File: src/rtl/uart_cmd_pkg.sv
// Shared types and defaults for the MazeRunner command receiver.
// Holds the RX/TX bit-engine state encodings, the byte-assembler states,
// the positive-acknowledge response code and the default timing constants.
package uart_cmd_pkg;

    // 50 MHz system clock / 19200 baud
    localparam int DEF_BAUD_DIV = 2604;
    // Allowed gap between the high byte and the start of the low byte
    localparam int DEF_BYTE_TO  = 131072;

    // Positive acknowledge sent back to the remote
    localparam logic [7:0] ACK = 8'hA5;

    typedef enum logic [1:0] {
        IDLE  = 2'd0,
        START = 2'd1,
        DATA  = 2'd2,
        STOP  = 2'd3
    } rx_state_t;

    // Same encoding as rx_state_t; prefixed so both can live in one scope
    typedef enum logic [1:0] {
        TX_IDLE  = 2'd0,
        TX_START = 2'd1,
        TX_DATA  = 2'd2,
        TX_STOP  = 2'd3
    } tx_state_t;

    typedef enum logic {
        HIGH = 1'b0,
        LOW  = 1'b1
    } asm_state_t;

endpackage

File: src/rtl/uart_rx_core.sv
// 8N1 UART receive engine.
// Synchronises RX, detects the start edge, samples mid-bit and delivers a byte.
// Ports:
//   clk, rst  : system clock, synchronous active-high reset
//   RX        : asynchronous serial input, idle high
//   rx_byte   : last received byte, valid while rx_rdy is high
//   rx_rdy    : one-cycle pulse, byte accepted (stop bit was high)
//   frm_err   : one-cycle pulse, stop bit sampled low, byte dropped
//   rx_busy   : a frame is being received (start edge seen, not yet back to idle)
module uart_rx_core
    import uart_cmd_pkg::*;
#(
    parameter int BAUD_DIV = DEF_BAUD_DIV
) (
    input  logic       clk,
    input  logic       rst,
    input  logic       RX,
    output logic [7:0] rx_byte,
    output logic       rx_rdy,
    output logic       frm_err,
    output logic       rx_busy
);

    localparam logic [11:0] BIT_LAST  = 12'(BAUD_DIV - 1);
    localparam logic [11:0] HALF_LAST = 12'(BAUD_DIV / 2 - 1);

    rx_state_t   state_r;
    rx_state_t   state_nxt_s;
    logic        sync1_r;
    logic        sync2_r;
    logic        prev_r;
    logic [11:0] baud_cnt_r;
    logic [3:0]  bit_cnt_r;
    logic [7:0]  shift_r;
    logic [7:0]  rx_byte_r;
    logic        rx_rdy_r;
    logic        frm_err_r;
    logic        rx_busy_r;
    logic        fall_s;
    logic        baud_done_s;
    logic        cnt_clr_s;
    logic        shift_en_s;
    logic        rdy_set_s;
    logic        ferr_set_s;

    // Two-flop synchroniser plus a history flop for falling-edge detection
    always_ff @(posedge clk) begin
        if (rst) begin
            sync1_r <= 1'b1;
            sync2_r <= 1'b1;
            prev_r  <= 1'b1;
        end else begin
            sync1_r <= RX;
            sync2_r <= sync1_r;
            prev_r  <= sync2_r;
        end
    end

    // A low stop bit leaves the line low, so no new edge can appear until
    // RX has returned high: this is what re-arms the receiver after an error.
    assign fall_s = prev_r & ~sync2_r;

    // Sample point: half a bit into the start bit, full bits afterwards
    always_comb begin
        if (state_r == START) begin
            baud_done_s = (baud_cnt_r == HALF_LAST);
        end else begin
            baud_done_s = (baud_cnt_r == BIT_LAST);
        end
    end

    // State register
    always_ff @(posedge clk) begin
        if (rst) begin
            state_r <= IDLE;
        end else begin
            state_r <= state_nxt_s;
        end
    end

    // Next-state logic
    always_comb begin
        state_nxt_s = state_r;
        case (state_r)
            IDLE: begin
                if (fall_s) state_nxt_s = START;
                else        state_nxt_s = IDLE;
            end
            START: begin
                if (baud_done_s) begin
                    // Line back high at mid start bit: glitch, not a frame
                    if (sync2_r) state_nxt_s = IDLE;
                    else         state_nxt_s = DATA;
                end else begin
                    state_nxt_s = START;
                end
            end
            DATA: begin
                if (baud_done_s && (bit_cnt_r == 4'd7)) state_nxt_s = STOP;
                else                                     state_nxt_s = DATA;
            end
            STOP: begin
                if (baud_done_s) state_nxt_s = IDLE;
                else             state_nxt_s = STOP;
            end
            default: state_nxt_s = IDLE;
        endcase
    end

    // Output / datapath control decode
    always_comb begin
        cnt_clr_s  = 1'b0;
        shift_en_s = 1'b0;
        rdy_set_s  = 1'b0;
        ferr_set_s = 1'b0;
        case (state_r)
            IDLE:  cnt_clr_s = 1'b1;
            START: cnt_clr_s = baud_done_s;
            DATA: begin
                cnt_clr_s  = baud_done_s;
                shift_en_s = baud_done_s;
            end
            STOP: begin
                cnt_clr_s = baud_done_s;
                if (baud_done_s) begin
                    rdy_set_s  = sync2_r;
                    ferr_set_s = ~sync2_r;
                end else begin
                    rdy_set_s  = 1'b0;
                    ferr_set_s = 1'b0;
                end
            end
            default: cnt_clr_s = 1'b1;
        endcase
    end

    // Baud/bit counters, LSB-first shift register and registered outputs
    always_ff @(posedge clk) begin
        if (rst) begin
            baud_cnt_r <= 12'd0;
            bit_cnt_r  <= 4'd0;
            shift_r    <= 8'h00;
            rx_byte_r  <= 8'h00;
            rx_rdy_r   <= 1'b0;
            frm_err_r  <= 1'b0;
            rx_busy_r  <= 1'b0;
        end else begin
            if (cnt_clr_s) baud_cnt_r <= 12'd0;
            else           baud_cnt_r <= baud_cnt_r + 12'd1;

            if (state_r != DATA) bit_cnt_r <= 4'd0;
            else if (shift_en_s) bit_cnt_r <= bit_cnt_r + 4'd1;
            else                 bit_cnt_r <= bit_cnt_r;

            if (shift_en_s) shift_r <= {sync2_r, shift_r[7:1]};
            else            shift_r <= shift_r;

            if (rdy_set_s) rx_byte_r <= shift_r;
            else           rx_byte_r <= rx_byte_r;

            rx_rdy_r  <= rdy_set_s;
            frm_err_r <= ferr_set_s;
            rx_busy_r <= (state_nxt_s != IDLE);
        end
    end

    assign rx_byte = rx_byte_r;
    assign rx_rdy  = rx_rdy_r;
    assign frm_err = frm_err_r;
    assign rx_busy = rx_busy_r;

endmodule

File: src/rtl/uart_cmd_rcv.sv
// MazeRunner end of the bluetooth command link.
// Receives two UART bytes (high then low) into a 16-bit command with a
// cmd_rdy handshake, and serialises an 8-bit response back on TX.
// Ports:
//   clk, rst     : system clock, synchronous active-high reset
//   RX / TX      : serial in / out, both idle high, 8N1
//   cmd          : assembled {high, low} command
//   cmd_rdy      : command valid, held until clr_cmd_rdy
//   clr_cmd_rdy  : consumer acknowledge pulse
//   cmd_ovr      : pulse, a new command replaced an unconsumed one
//   frm_err      : pulse, received stop bit was low
//   send_resp    : pulse, start sending resp (ignored while tx_busy)
//   resp         : response byte
//   tx_busy      : response frame in progress
//   resp_sent    : last response fully sent
module uart_cmd_rcv
    import uart_cmd_pkg::*;
#(
    parameter int BAUD_DIV = DEF_BAUD_DIV,
    parameter int BYTE_TO  = DEF_BYTE_TO
) (
    input  logic        clk,
    input  logic        rst,
    input  logic        RX,
    output logic        TX,
    output logic [15:0] cmd,
    output logic        cmd_rdy,
    input  logic        clr_cmd_rdy,
    output logic        cmd_ovr,
    output logic        frm_err,
    input  logic        send_resp,
    input  logic [7:0]  resp,
    output logic        tx_busy,
    output logic        resp_sent
);

    localparam logic [11:0] BIT_LAST  = 12'(BAUD_DIV - 1);
    localparam logic [17:0] TOUT_LAST = 18'(BYTE_TO - 1);

    logic [7:0]  rx_byte_s;
    logic        rx_rdy_s;
    logic        frm_err_s;
    logic        rx_busy_s;

    uart_rx_core #(
        .BAUD_DIV (BAUD_DIV)
    ) u_rx (
        .clk     (clk),
        .rst     (rst),
        .RX      (RX),
        .rx_byte (rx_byte_s),
        .rx_rdy  (rx_rdy_s),
        .frm_err (frm_err_s),
        .rx_busy (rx_busy_s)
    );

    assign frm_err = frm_err_s;

    // ------------------------------------------------------------------
    // Byte assembler
    // ------------------------------------------------------------------
    asm_state_t  asm_r;
    asm_state_t  asm_nxt_s;
    logic [7:0]  cmd_hi_r;
    logic [17:0] tout_cnt_r;
    logic [15:0] cmd_r;
    logic        cmd_rdy_r;
    logic        cmd_ovr_r;
    logic        hi_load_s;
    logic        load_s;
    logic        tout_s;
    logic        hi_drop_s;

    // Assembler state register
    always_ff @(posedge clk) begin
        if (rst) begin
            asm_r <= HIGH;
        end else begin
            asm_r <= asm_nxt_s;
        end
    end

    // Assembler next-state logic
    always_comb begin
        asm_nxt_s = asm_r;
        case (asm_r)
            HIGH: begin
                if (rx_rdy_s) asm_nxt_s = LOW;
                else          asm_nxt_s = HIGH;
            end
            LOW: begin
                if (rx_rdy_s || frm_err_s || tout_s) asm_nxt_s = HIGH;
                else                                 asm_nxt_s = LOW;
            end
            default: asm_nxt_s = HIGH;
        endcase
    end

    // Assembler output decode; the timeout only runs while no frame is arriving
    always_comb begin
        hi_load_s = 1'b0;
        load_s    = 1'b0;
        tout_s    = 1'b0;
        hi_drop_s = 1'b0;
        case (asm_r)
            HIGH: hi_load_s = rx_rdy_s;
            LOW: begin
                load_s    = rx_rdy_s;
                tout_s    = ~rx_busy_s & (tout_cnt_r == TOUT_LAST);
                hi_drop_s = ~rx_rdy_s & (frm_err_s | tout_s);
            end
            default: hi_load_s = 1'b0;
        endcase
    end

    // Assembler datapath: high-byte holding, timeout counter, command handshake
    always_ff @(posedge clk) begin
        if (rst) begin
            cmd_hi_r   <= 8'h00;
            tout_cnt_r <= 18'd0;
            cmd_r      <= 16'h0000;
            cmd_rdy_r  <= 1'b0;
            cmd_ovr_r  <= 1'b0;
        end else begin
            if (hi_load_s)      cmd_hi_r <= rx_byte_s;
            else if (hi_drop_s) cmd_hi_r <= 8'h00;
            else                cmd_hi_r <= cmd_hi_r;

            // Held (not cleared) while a frame is in flight
            if (asm_r != LOW)    tout_cnt_r <= 18'd0;
            else if (!rx_busy_s) tout_cnt_r <= tout_cnt_r + 18'd1;
            else                 tout_cnt_r <= tout_cnt_r;

            if (load_s) cmd_r <= {cmd_hi_r, rx_byte_s};
            else        cmd_r <= cmd_r;

            // A completing command wins over a same-cycle acknowledge
            if (load_s)           cmd_rdy_r <= 1'b1;
            else if (clr_cmd_rdy) cmd_rdy_r <= 1'b0;
            else                  cmd_rdy_r <= cmd_rdy_r;

            cmd_ovr_r <= load_s & cmd_rdy_r & ~clr_cmd_rdy;
        end
    end

    assign cmd     = cmd_r;
    assign cmd_rdy = cmd_rdy_r;
    assign cmd_ovr = cmd_ovr_r;

    // ------------------------------------------------------------------
    // Response transmitter
    // ------------------------------------------------------------------
    tx_state_t   tx_st_r;
    tx_state_t   tx_st_nxt_s;
    logic [11:0] tx_baud_r;
    logic [3:0]  tx_bit_r;
    logic [7:0]  tx_shift_r;
    logic        tx_r;
    logic        tx_busy_r;
    logic        resp_sent_r;
    logic        tx_done_s;
    logic        tx_load_s;
    logic        tx_shift_s;
    logic        tx_fin_s;
    logic        tx_nxt_s;

    assign tx_done_s = (tx_baud_r == BIT_LAST);

    // TX state register
    always_ff @(posedge clk) begin
        if (rst) begin
            tx_st_r <= TX_IDLE;
        end else begin
            tx_st_r <= tx_st_nxt_s;
        end
    end

    // TX next-state logic
    always_comb begin
        tx_st_nxt_s = tx_st_r;
        case (tx_st_r)
            TX_IDLE: begin
                if (send_resp) tx_st_nxt_s = TX_START;
                else           tx_st_nxt_s = TX_IDLE;
            end
            TX_START: begin
                if (tx_done_s) tx_st_nxt_s = TX_DATA;
                else           tx_st_nxt_s = TX_START;
            end
            TX_DATA: begin
                if (tx_done_s && (tx_bit_r == 4'd7)) tx_st_nxt_s = TX_STOP;
                else                                  tx_st_nxt_s = TX_DATA;
            end
            TX_STOP: begin
                if (tx_done_s) tx_st_nxt_s = TX_IDLE;
                else           tx_st_nxt_s = TX_STOP;
            end
            default: tx_st_nxt_s = TX_IDLE;
        endcase
    end

    // TX output decode: next line level and datapath strobes
    always_comb begin
        tx_load_s  = 1'b0;
        tx_shift_s = 1'b0;
        tx_fin_s   = 1'b0;
        tx_nxt_s   = tx_r;
        case (tx_st_r)
            TX_IDLE: begin
                if (send_resp) begin
                    tx_load_s = 1'b1;
                    tx_nxt_s  = 1'b0;
                end else begin
                    tx_nxt_s  = 1'b1;
                end
            end
            TX_START: begin
                if (tx_done_s) tx_nxt_s = tx_shift_r[0];
                else           tx_nxt_s = 1'b0;
            end
            TX_DATA: begin
                if (tx_done_s) begin
                    if (tx_bit_r == 4'd7) begin
                        tx_nxt_s = 1'b1;
                    end else begin
                        // Bit 0 of the register is on the line; bit 1 goes next
                        tx_nxt_s   = tx_shift_r[1];
                        tx_shift_s = 1'b1;
                    end
                end else begin
                    tx_nxt_s = tx_r;
                end
            end
            TX_STOP: begin
                tx_nxt_s = 1'b1;
                if (tx_done_s) tx_fin_s = 1'b1;
                else           tx_fin_s = 1'b0;
            end
            default: tx_nxt_s = 1'b1;
        endcase
    end

    // TX datapath and registered line/status outputs
    always_ff @(posedge clk) begin
        if (rst) begin
            tx_baud_r   <= 12'd0;
            tx_bit_r    <= 4'd0;
            tx_shift_r  <= 8'h00;
            tx_r        <= 1'b1;
            tx_busy_r   <= 1'b0;
            resp_sent_r <= 1'b0;
        end else begin
            if ((tx_st_r == TX_IDLE) || tx_done_s) tx_baud_r <= 12'd0;
            else                                   tx_baud_r <= tx_baud_r + 12'd1;

            if (tx_st_r != TX_DATA) tx_bit_r <= 4'd0;
            else if (tx_done_s)     tx_bit_r <= tx_bit_r + 4'd1;
            else                    tx_bit_r <= tx_bit_r;

            if (tx_load_s)       tx_shift_r <= resp;
            else if (tx_shift_s) tx_shift_r <= {1'b0, tx_shift_r[7:1]};
            else                 tx_shift_r <= tx_shift_r;

            tx_r <= tx_nxt_s;

            if (tx_load_s)     tx_busy_r <= 1'b1;
            else if (tx_fin_s) tx_busy_r <= 1'b0;
            else               tx_busy_r <= tx_busy_r;

            if (tx_load_s)     resp_sent_r <= 1'b0;
            else if (tx_fin_s) resp_sent_r <= 1'b1;
            else               resp_sent_r <= resp_sent_r;
        end
    end

    assign TX        = tx_r;
    assign tx_busy   = tx_busy_r;
    assign resp_sent = resp_sent_r;

endmodule

File: config.mk
export PLATFORM = sky130hd
export DESIGN_NAME = uart_cmd_rcv
export DESIGN_NICKNAME = d
export VERILOG_FILES = /design/src/rtl/uart_cmd_pkg.sv /design/src/rtl/uart_rx_core.sv /design/src/rtl/uart_cmd_rcv.sv
export SDC_FILE = /design/constraint.sdc
export NUM_CORES = 1
export LEC_CHECK = 0
export ABC_AREA = 1
export BUFFER_PORTS_ARGS = -buffer_cell sky130_fd_sc_hd__buf_2
export CAP_MARGIN = 30
export CORE_UTILIZATION = 30
export CTS_BUF_LIST = sky130_fd_sc_hd__clkbuf_4 sky130_fd_sc_hd__clkbuf_8 sky130_fd_sc_hd__clkbuf_16
export DETAILED_ROUTE_END_ITERATION = 10
export PLACE_DENSITY = 0.52
export SETUP_SLACK_MARGIN = 0.4
export SLEW_MARGIN = 10
export SYNTH_ARGS = -nofsm -noshare
export SYNTH_HDL_FRONTEND = slang
export SYNTH_SLANG_ARGS = --single-unit
File: constraint.sdc
create_clock -name clk -period 1.3 [get_ports clk]
set_input_delay 0.26 -clock clk [delete_from_list [all_inputs] [get_ports clk]]
set_output_delay 0.26 -clock clk [all_outputs]
set_load 0.01 [all_outputs]
==> results by stage, run 1 <==
Outcome:
- The flow ran to the end, but the final reports show violations.
- The checks that failed: setup timing.

Clocking:
- For this design, the sink count on the clock tree is between 100 and 150.
- The number of buffers added by the clock tree synthesis step is 17.
- The number of buffers between clock root and the deepest sink is 2.
- The total of hold buffers inserted after clock tree synthesis is 0.
- The later-pin clock latency in the skew report is about 0.41 ns.
- The post-CTS clock slew at the launch and capture registers of the worst setup and hold paths is approximately 0.05 ns.
- The clock root buffer master is clkbuf_16.
- The CTS tree is yes.
- The H-tree was split into 4 levels.

Worst hold path:
- The startpoint identified for the worst hold timing path is RX.
- The type of the most critical hold path is in2reg.
- The worst hold path stage count is 2.
- The hold path endpoint is u_rx.sync1_r.

Pwr:
- The total power per unit cell area is 1060 nW/um2.
- Per report_power, the sequential group accounts for 41.0% of the total.
- The worst-case IR drop observed on VDD is 0.922 mV.
- The total design power is 8.66 mW.
- The net switching power is 1.85 mW.
- The clock network is responsible for 54.8% of the overall power.
- In this run the static leakage power is 3.39 nW.
- The net switching fraction of the power is 21.4%.
- The relative contribution of combinational cells to total power is roughly 4.2%.
- The internal portion of the total power is approximately 6.8 mW.

Floorplanning:
- The floorplan step set the die width to 129 um.
- The die outline area is around 17000 um2.
- The height of the die is between 100 and 150 um.
- The number of primary I/O pins is 35.
- The core box area is 15800 um2.
- Once the floorplan was initialized, standard cells occupied roughly 30% of the core.
- The number of rows in the core area is 46.

GRT:
- The first global-routing pass estimated roughly 20000 um of wire.
- The number of global-route vias before repair is 4582.
- For this run, global-route usage on met3 was measured as 4.37%.
- Entering global routing, the biggest net connects 38 pins.
- The busiest metal layer after global routing is met2.
- In the global route stage, met1 resource usage came out at 17.6%.
- The overall overflow remaining after global route is 0.
- The global-route total usage across every layer is 15.4%.
- For this run, global-route usage on met2 was measured as 27.1%.
- The initial antenna violation count was 0.

Cells and area:
- Fill cells in the final layout number 1435.
- The multi-input logic area is 3170 um2.
- The library cell used most frequently in the layout, excluding fill and tap cells, is nand2_1.
- The number of inserted diodes is 0.
- The proportion of layout cells with a drive suffix above 1 is around 54%.
- After routing the design area is between 8000 and 9000 um2.
- The relative area change from synthesis to final layout is 69.7%.
- The total area of sequential cells is 2350 um2.
- The fraction of the core area covered by cells at the end of the flow is approximately 52%.
- In the final design database the tool counted 846 nets.
- Leaving out fill and tap cells, the most frequent cells in the layout are 101 x nand2_1, 79 x buf_4, 75 x dfxtp_1, 70 x nor2_1, 66 x inv_1.

Setup path:
- The worst reg2reg path depth is 10.
- The slowest cell on the critical path is dfxtp_2.
- Data on the critical path is required at its endpoint by 1.60 ns.
- The origin of the worst setup path is tout_cnt_r[1].
- The register-to-register setup slack is -0.18 ns.
- The buffering stage count on the worst path with inverters included is 1.
- The startpoint identified for the worst register-to-register timing path is tout_cnt_r[1].
- The largest single stage delay on the critical path is 0.36 ns.
- The critical path runs through a total of 10 cells.
- In this run the critical register-to-register path is captured at cmd_hi_r[6].
- STA classifies the critical path endpoint as a flop.
- STA classifies the critical path startpoint as a flop.
- The signal on the critical path passes through ha_4 -> inv_2 -> nor2_4 -> nand2_2 -> nor2_4 -> nand3_2 -> nand2_2 -> nand2_4 -> nand3_2 -> a21oi_2.
- The cell family contributing the most delay on the critical path is simple AND/OR/NAND/NOR gates.
- The worst setup path is of the reg2reg kind.
- The maximum fanout encountered on the critical timing path is 8.
- The signal arrival time at the worst endpoint is 1.78 ns.

Drt:
- In this run, the number of DRC markers left after iteration 0 of detailed routing was between 100 and 150.
- The detailed-route vias per instance is 4.50.
- In this run the remaining antenna-violating nets after routing total 0.
- Summed over all layers, the routed wires come to 12900 um.
- The first TritonRoute pass finished after 6 iterations.
- The wire length per cell is about 12 um.
- The detailed-route DRC error count is 0.
- Detailed routing inserted a total of 4760 vias.

Place:
- The placed instances occupy a cell area of 6050 um2.
- Routability-driven placement finished with a final weighted congestion of 0.756.
- Timing analysis after detailed placement gives a worst setup slack of -0.196 ns.
- Once detailed placement completed, the half-perimeter wirelength came to roughly 7700 um.
- Input and output buffers added on the ports amount to 34.

Timing:
- The final-report hold violation count was 0.
- Adding up every negative setup slack in the final design gives -6.79 ns.
- Setup repair after global routing could not meet its margin everywhere.
- Derived from the worst setup path, the maximum achievable clock frequency is around 0.68 GHz.
- The count of final max-slew check failures is 0.
- The tightest slew margin relative to the limit is 70.7%.
- Setup violations remaining at the end of the flow were counted as 75.
- After layout, the worst setup slack is -0.178 ns.
- Clock skew on the completed layout was measured at 0.00798 ns.
- Subtracting the final worst setup slack from the clock period gives 1.48 ns.
- At the pin with the least slew margin, the transition time is around 0.44 ns.
- In the finished design, the share of the clock period the worst path needs comes to 114%.

Yosys:
- The post-synthesis cell area is 4840 um2.
- The number of unique standard cell types used by synthesis is 34.
- The Yosys step of the flow raised 0 warnings.
- The synthesized area per cell is 7.29 um2.
- Synthesis produced 663 cells.
- The portion of the post-synthesis area used by sequential elements is 47.2%.
- The number of nets handed over by synthesis was ~680.
- In this run, synthesis produced a sequential element count of around 110.

Run:
- The count of maximum capacitance violations is 0.
## per-stage QoR
step | instances | hold WS [ns]
2_1_floorplan | 663 | 0.338
3_3_place_gp | 977 | 0.393
3_5_place_dp | 977 | 0.394
4_1_cts | 1033 | 0.00910
5_1_grt | 1057 | 0.0217
6_report | 1057 | 0.0280
## power groups by stage
stage	logic [mW]	registers [mW]	clock network [mW]
floorplan	0.160	3.63	0
global placement	0.251	3.63	0
detailed placement	0.255	3.63	0
CTS	0.302	3.55	4.85
global route	0.397	3.55	5.01
finish	0.364	3.55	4.74
## metal layers
metal | wire [um] | vias to the layer above
li1 | - | 2465
met5 | 0 | -
met1 | 5430 | 2234
met2 | 6920 | 47
met4 | 155 | 0
met3 | 375 | 14
## cells in the mapped netlist
cell type / count / share of area [%]
nand4_2: 2 / 0.52
o21bai_1: 1 / 0.16
nand3_2: 1 / 0.21
inv_2: 1 / 0.078
nand4_1: 9 / 1.2
clkinv_1: 2 / 0.16
xor2_1: 4 / 0.72
nor3b_1: 4 / 0.62
nor3_2: 5 / 1.0
nor4_1: 2 / 0.26
nor2_4: 4 / 0.93
inv_1: 84 / 6.5
o32ai_1: 1 / 0.18
nor3_1: 10 / 1.0
buf_6: 4 / 0.93
nand3_1: 34 / 3.5
buf_1: 1 / 0.078
nand2_2: 3 / 0.39
dfxtp_1: 114 / 47
a21oi_1: 52 / 5.4
or2_2: 3 / 0.39
o21a_1: 4 / 0.62
buf_2: 3 / 0.31
nand3b_1: 1 / 0.16
nor2_1: 107 / 8.3
ha_1: 5 / 1.3
a211oi_1: 1 / 0.16
nand2_4: 3 / 0.70
o21ai_0: 47 / 4.9
or2_0: 3 / 0.39
xnor2_1: 1 / 0.18
nor2_2: 3 / 0.39
clkbuf_1: 7 / 0.54
nand2_1: 137 / 11
## flip-flops by register name (all words and copies together) (netlist names)
signal,count
cmd_hi_r,8
u_rx.rx_byte,8
tx_baud_r,12
tx_busy,1
u_rx.sync1_r,1
cmd,16
cmd_rdy,1
u_rx.frm_err,1
u_rx.baud_cnt_r,12
tx_shift_r,8
u_rx.bit_cnt_r,4
TX,1
asm_r,1
tx_bit_r,4
resp_sent,1
u_rx.rx_busy,1
u_rx.sync2_r,1
u_rx.shift_r,8
u_rx.state_r,2
tx_st_r,2
u_rx.rx_rdy,1
cmd_ovr,1
tout_cnt_r,18
u_rx.prev_r,1
## kinds of logic after synthesis
group / Yosys count / share of synthesized area, %
adder cells (fa/ha/maj): 5 / 1.29
AND/OR/NAND/NOR: 331 / 30.6
AO/OA/AOI/OAI: 106 / 11.4
buffers and inverters: 102 / 8.62
flip-flops: 114 / 47.2
XOR/XNOR: 5 / 0.906
## repair_timing
action | 4_1_cts | 5_1_grt
pin swaps | 58 | 57
setup endpoints to repair | 130 | 132
resized for setup | 152 | 169
buffers inserted | 21 | 20
gates cloned | 3 | 4
## layout make-up
type / count / area share (%)
multi-input combinational: 451 / 38.6
sequential: 114 / 28.7
timing repair buffer: 154 / 17.1
clock buffer: 21 / 5.70
inverter: 87 / 4.48
tap: 216 / 3.29
clock inverter: 11 / 1.65
timing repair inverter: 3 / 0.534
## worst max-delay path by stage
stage,slack [ns],end
CTS,-0.16,tx_shift_r[5]
detailed placement,-0.20,cmd_hi_r[4]
floorplan,-0.08,tout_cnt_r[14]
global placement,-0.16,tout_cnt_r[14]
global route,-0.27,cmd_hi_r[1]
finish,-0.18,cmd_hi_r[6]
Power figures use the tool's default switching activity.
==> run 2, diff against run 1 <==
==> constraint.sdc (replaced) <==
create_clock -name clk -period 1.2 [get_ports clk]
set_input_delay 0.24 -clock clk [delete_from_list [all_inputs] [get_ports clk]]
set_output_delay 0.24 -clock clk [all_outputs]
set_load 0.01 [all_outputs]
==> results by stage, run 2 (synthesis gave the netlist of run 1 again) <==
Timing:
- The count of final max-slew check failures came to 0.
- Setup violations remaining at the end of the flow were counted as 90.
- Setup slack on the critical path of the routed design comes to -0.305 ns.
- The final-report hold violation count came to 0.
- In this run the tightest slew margin relative to its limit is 80.7%.
- Setup repair after global routing could not meet its margin everywhere.
- The clock arrives with 0.00816 ns of skew.
- After layout, the minimum clock period comes to 1.50 ns.
- The measured slew at the worst slew-check pin is 0.287 ns.
- Dividing the final minimum period by the clock period gives 125%.
- For this run, the top clock speed supported by timing is 0.664 GHz.

Setup path:
- The worst setup path is captured at a flop.
- In this run the critical register-to-register path is launched from tout_cnt_r[0].
- In this run the worst setup path begins at tout_cnt_r[0].
- The data required time at the worst endpoint is 1.51 ns.
- The startpoint class of the critical path is a flop.
- The maximum fanout encountered on the critical timing path is 4.
- STA puts the critical path data arrival time at 1.82 ns.
- The worst setup path is of the reg2reg kind.

Place:
- The number of input and output port buffers inserted is 34.
- Summed over all nets, the half-perimeter wirelength after detailed placement is 8200 um.
- The placed standard-cell area is 6250 um2.
- In this run, placement finished with an instance count of between 1000 and 1500.
- The placer congestion estimate is 0.773.

Outcome:
- The run finished, with violations left.
- The checks that failed: setup timing.

Floorplanning:
- The die outline area is 16600 um2.
- The floorplan step set the die width to 129 um.
- The initial core utilization is between 30% and 40%.
- The floorplan step set the die height to 129 um.
- After floorplanning, the core was divided into between 40 and 50 placement rows.
- The floorplan step defined a core boundary enclosing between 15000 and 20000 um2.
- In this run the count of I/O pins placed on the die edge is 35.

Cells and area:
- The proportion of layout cells with a drive suffix above 1 is 54.9%.
- The relative area change from synthesis to final layout is 74.3%.
- The top cell types in the final layout, fill and taps aside, are 110 x buf_4, 103 x nand2_1, 71 x dfxtp_1, 69 x nor2_1, 64 x inv_1.
- The number of antenna diodes in the final layout is 0.
- For this run, the share of the core covered by cells in the final layout is 53.2%.
- For this run, the post-layout net count is 877.
- The finished cells cover 8430 um2.
- Leaving out fill and tap cells, the most frequent cell in the layout is buf_4.
- The final instance count without filler cells is 1088.
- The most flop-heavy register is tout_cnt_r.
- The register with the most flip-flops in the layout has 18 of them.

Clocking:
- The total of hold buffers inserted after clock tree synthesis is 1.
- The H-tree generated during clock tree synthesis spans 4 levels.
- The later-pin clock latency in the skew report is 0.42 ns.
- The post-CTS clock slew at the launch and capture registers of the worst setup and hold paths is 0.05 ns.
- The number of buffers added by the clock tree synthesis step is 17.
- The clock root buffer master is clkbuf_16.
- Counting every sink on the clock net gives 114.
- TritonCTS built the clock tree.
- The number of buffers between clock root and the deepest sink is 2.

Pwr:
- The largest voltage drop on the vdd net is approximately 1.1 mV.
- In this run the power spent charging and discharging nets is 2.04 mW.
- The reported leakage power is 3.52 nW.
- The clock network fraction of design power is 55.5%.
- The total design power is roughly 9.6 mW.
- In this run the power density over the cells is 1140 nW/um2.
- The internal power summed over all cells is 7.53 mW.
- Of the total power, combinational logic draws 4.3%.
- Net switching is roughly a fifth of the power.
- The sequential share of power is 40.2%.

Run:
- The count of maximum capacitance violations is 0.

GRT:
- Entering global routing, the biggest net connects 36 pins.
- The overall overflow remaining after global route is 0.
- The number of global-route vias before repair is 4627.
- The first-pass GRT wire length is between 20000 and 25000 um.
- The initial antenna violation count was 0.
- The global-route total usage across every layer is 16.3%.

Drt:
- For this run, design rule violations remaining after detail routing come to 0.
- The DRC marker count from the first detailed-route iteration is 237.
- For this block, the routed nets add up to 13600 um of wire.
- The detailed-route vias per instance is 4.53.
- The length of the first detailed-routing pass in iterations is 4.
- The wire length per cell is 12.5 um.
- The routed layout has 4925 vias.
- Once detail routing completed, the nets flagged for antenna violations numbered 0.

Worst hold path:
- In this run the worst hold path is classified as in2reg.
- The worst hold path begins at RX.
[run 2: cell types whose count changed in the layout (fill, tap and decap cells not counted), sizes merged]
| cell | previous run | this run |
|---|---|---|
| buf | 153 | 184 |
| clkinv | 12 | 7 |
| clkbuf | 22 | 25 |
| bufinv | 3 | 2 |
| clkinvlp | 3 | 4 |
| dlygate4sd3 | 0 | 1 |
| inv | 83 | 84 |
[run 2: power groups by stage]
stage | logic, mW | registers (mW) | clock network, mW
6_report | 0.409 | 3.85 | 5.31
4_1_cts | 0.363 | 3.85 | 5.42
5_1_grt | 0.448 | 3.85 | 5.63
3_5_place_dp | 0.302 | 3.93 | 0
2_1_floorplan | 0.174 | 3.93 | 0
3_3_place_gp | 0.294 | 3.93 | 0
[run 2: routing by layer]
metal / global-route usage [%] / share of wire, % / wire (um) / up-vias
li1: - / - / - / 2537
met1: 19.7 / 45 / 6070 / 2324
met2: 27.4 / 52 / 7010 / 53
met3: 4.70 / 2.8 / 376 / 11
met4: 5.74 / 0.85 / 116 / 0
met5: 0 / 0 / 0 / -
[run 2: repair_timing]
item | 4_1_cts | 5_1_grt
gates cloned | 5 | 3
pin swaps | 51 | 49
buffers inserted | 27 | 19
gates resized for setup | 193 | 120
endpoints found under the setup margin | 132 | 134
hold endpoints to repair | 2 | 1
[run 2: layout make-up]
class	instances	area, um2
Clock buffer	25	539
Clock inverter	7	92.6
Fill cell	1394	7400
Inverter	87	367
Multi-Input combinational cell	451	3110
Sequential cell	114	2360
Tap cell	216	270
Timing Repair Buffer	185	1650
Timing Repair inverter	3	48.8
[run 2: critical path, cell delays in order, from the launching register on]
cell and delay [ns]:
dfxtp_2 0.35, ha_4 0.13, inv_2 0.04, nor2_4 0.11, nand2_2 0.08, nor2_4 0.15, nand4_1 0.16, nor3_2 0.21
nand2_1 0.07, nand2_1 0.06, nor2_1 0.04
[run 2: final timing paths]
kind / endpoint / slack [ns] / cells after the start
min reg2reg: u_rx.sync2_r / 0.41 / 1
max reg2reg: tout_cnt_r[14] / -0.30 / 10
min: u_rx.sync1_r / 0.002 / 2
max: tout_cnt_r[14] / -0.30 / 10
[run 2: per-stage QoR]
step,setup WS (ns),hold WS (ns),TNS [ns]
after floorplan,-0.183,0.318,-4.44
after global placement,-0.244,0.402,-11.17
after detailed placement,-0.266,0.395,-13.28
after CTS,-0.273,-0.0139,-12.22
after global routing,-0.447,-0.00961,-22.72
final,-0.305,0.00172,-14.09
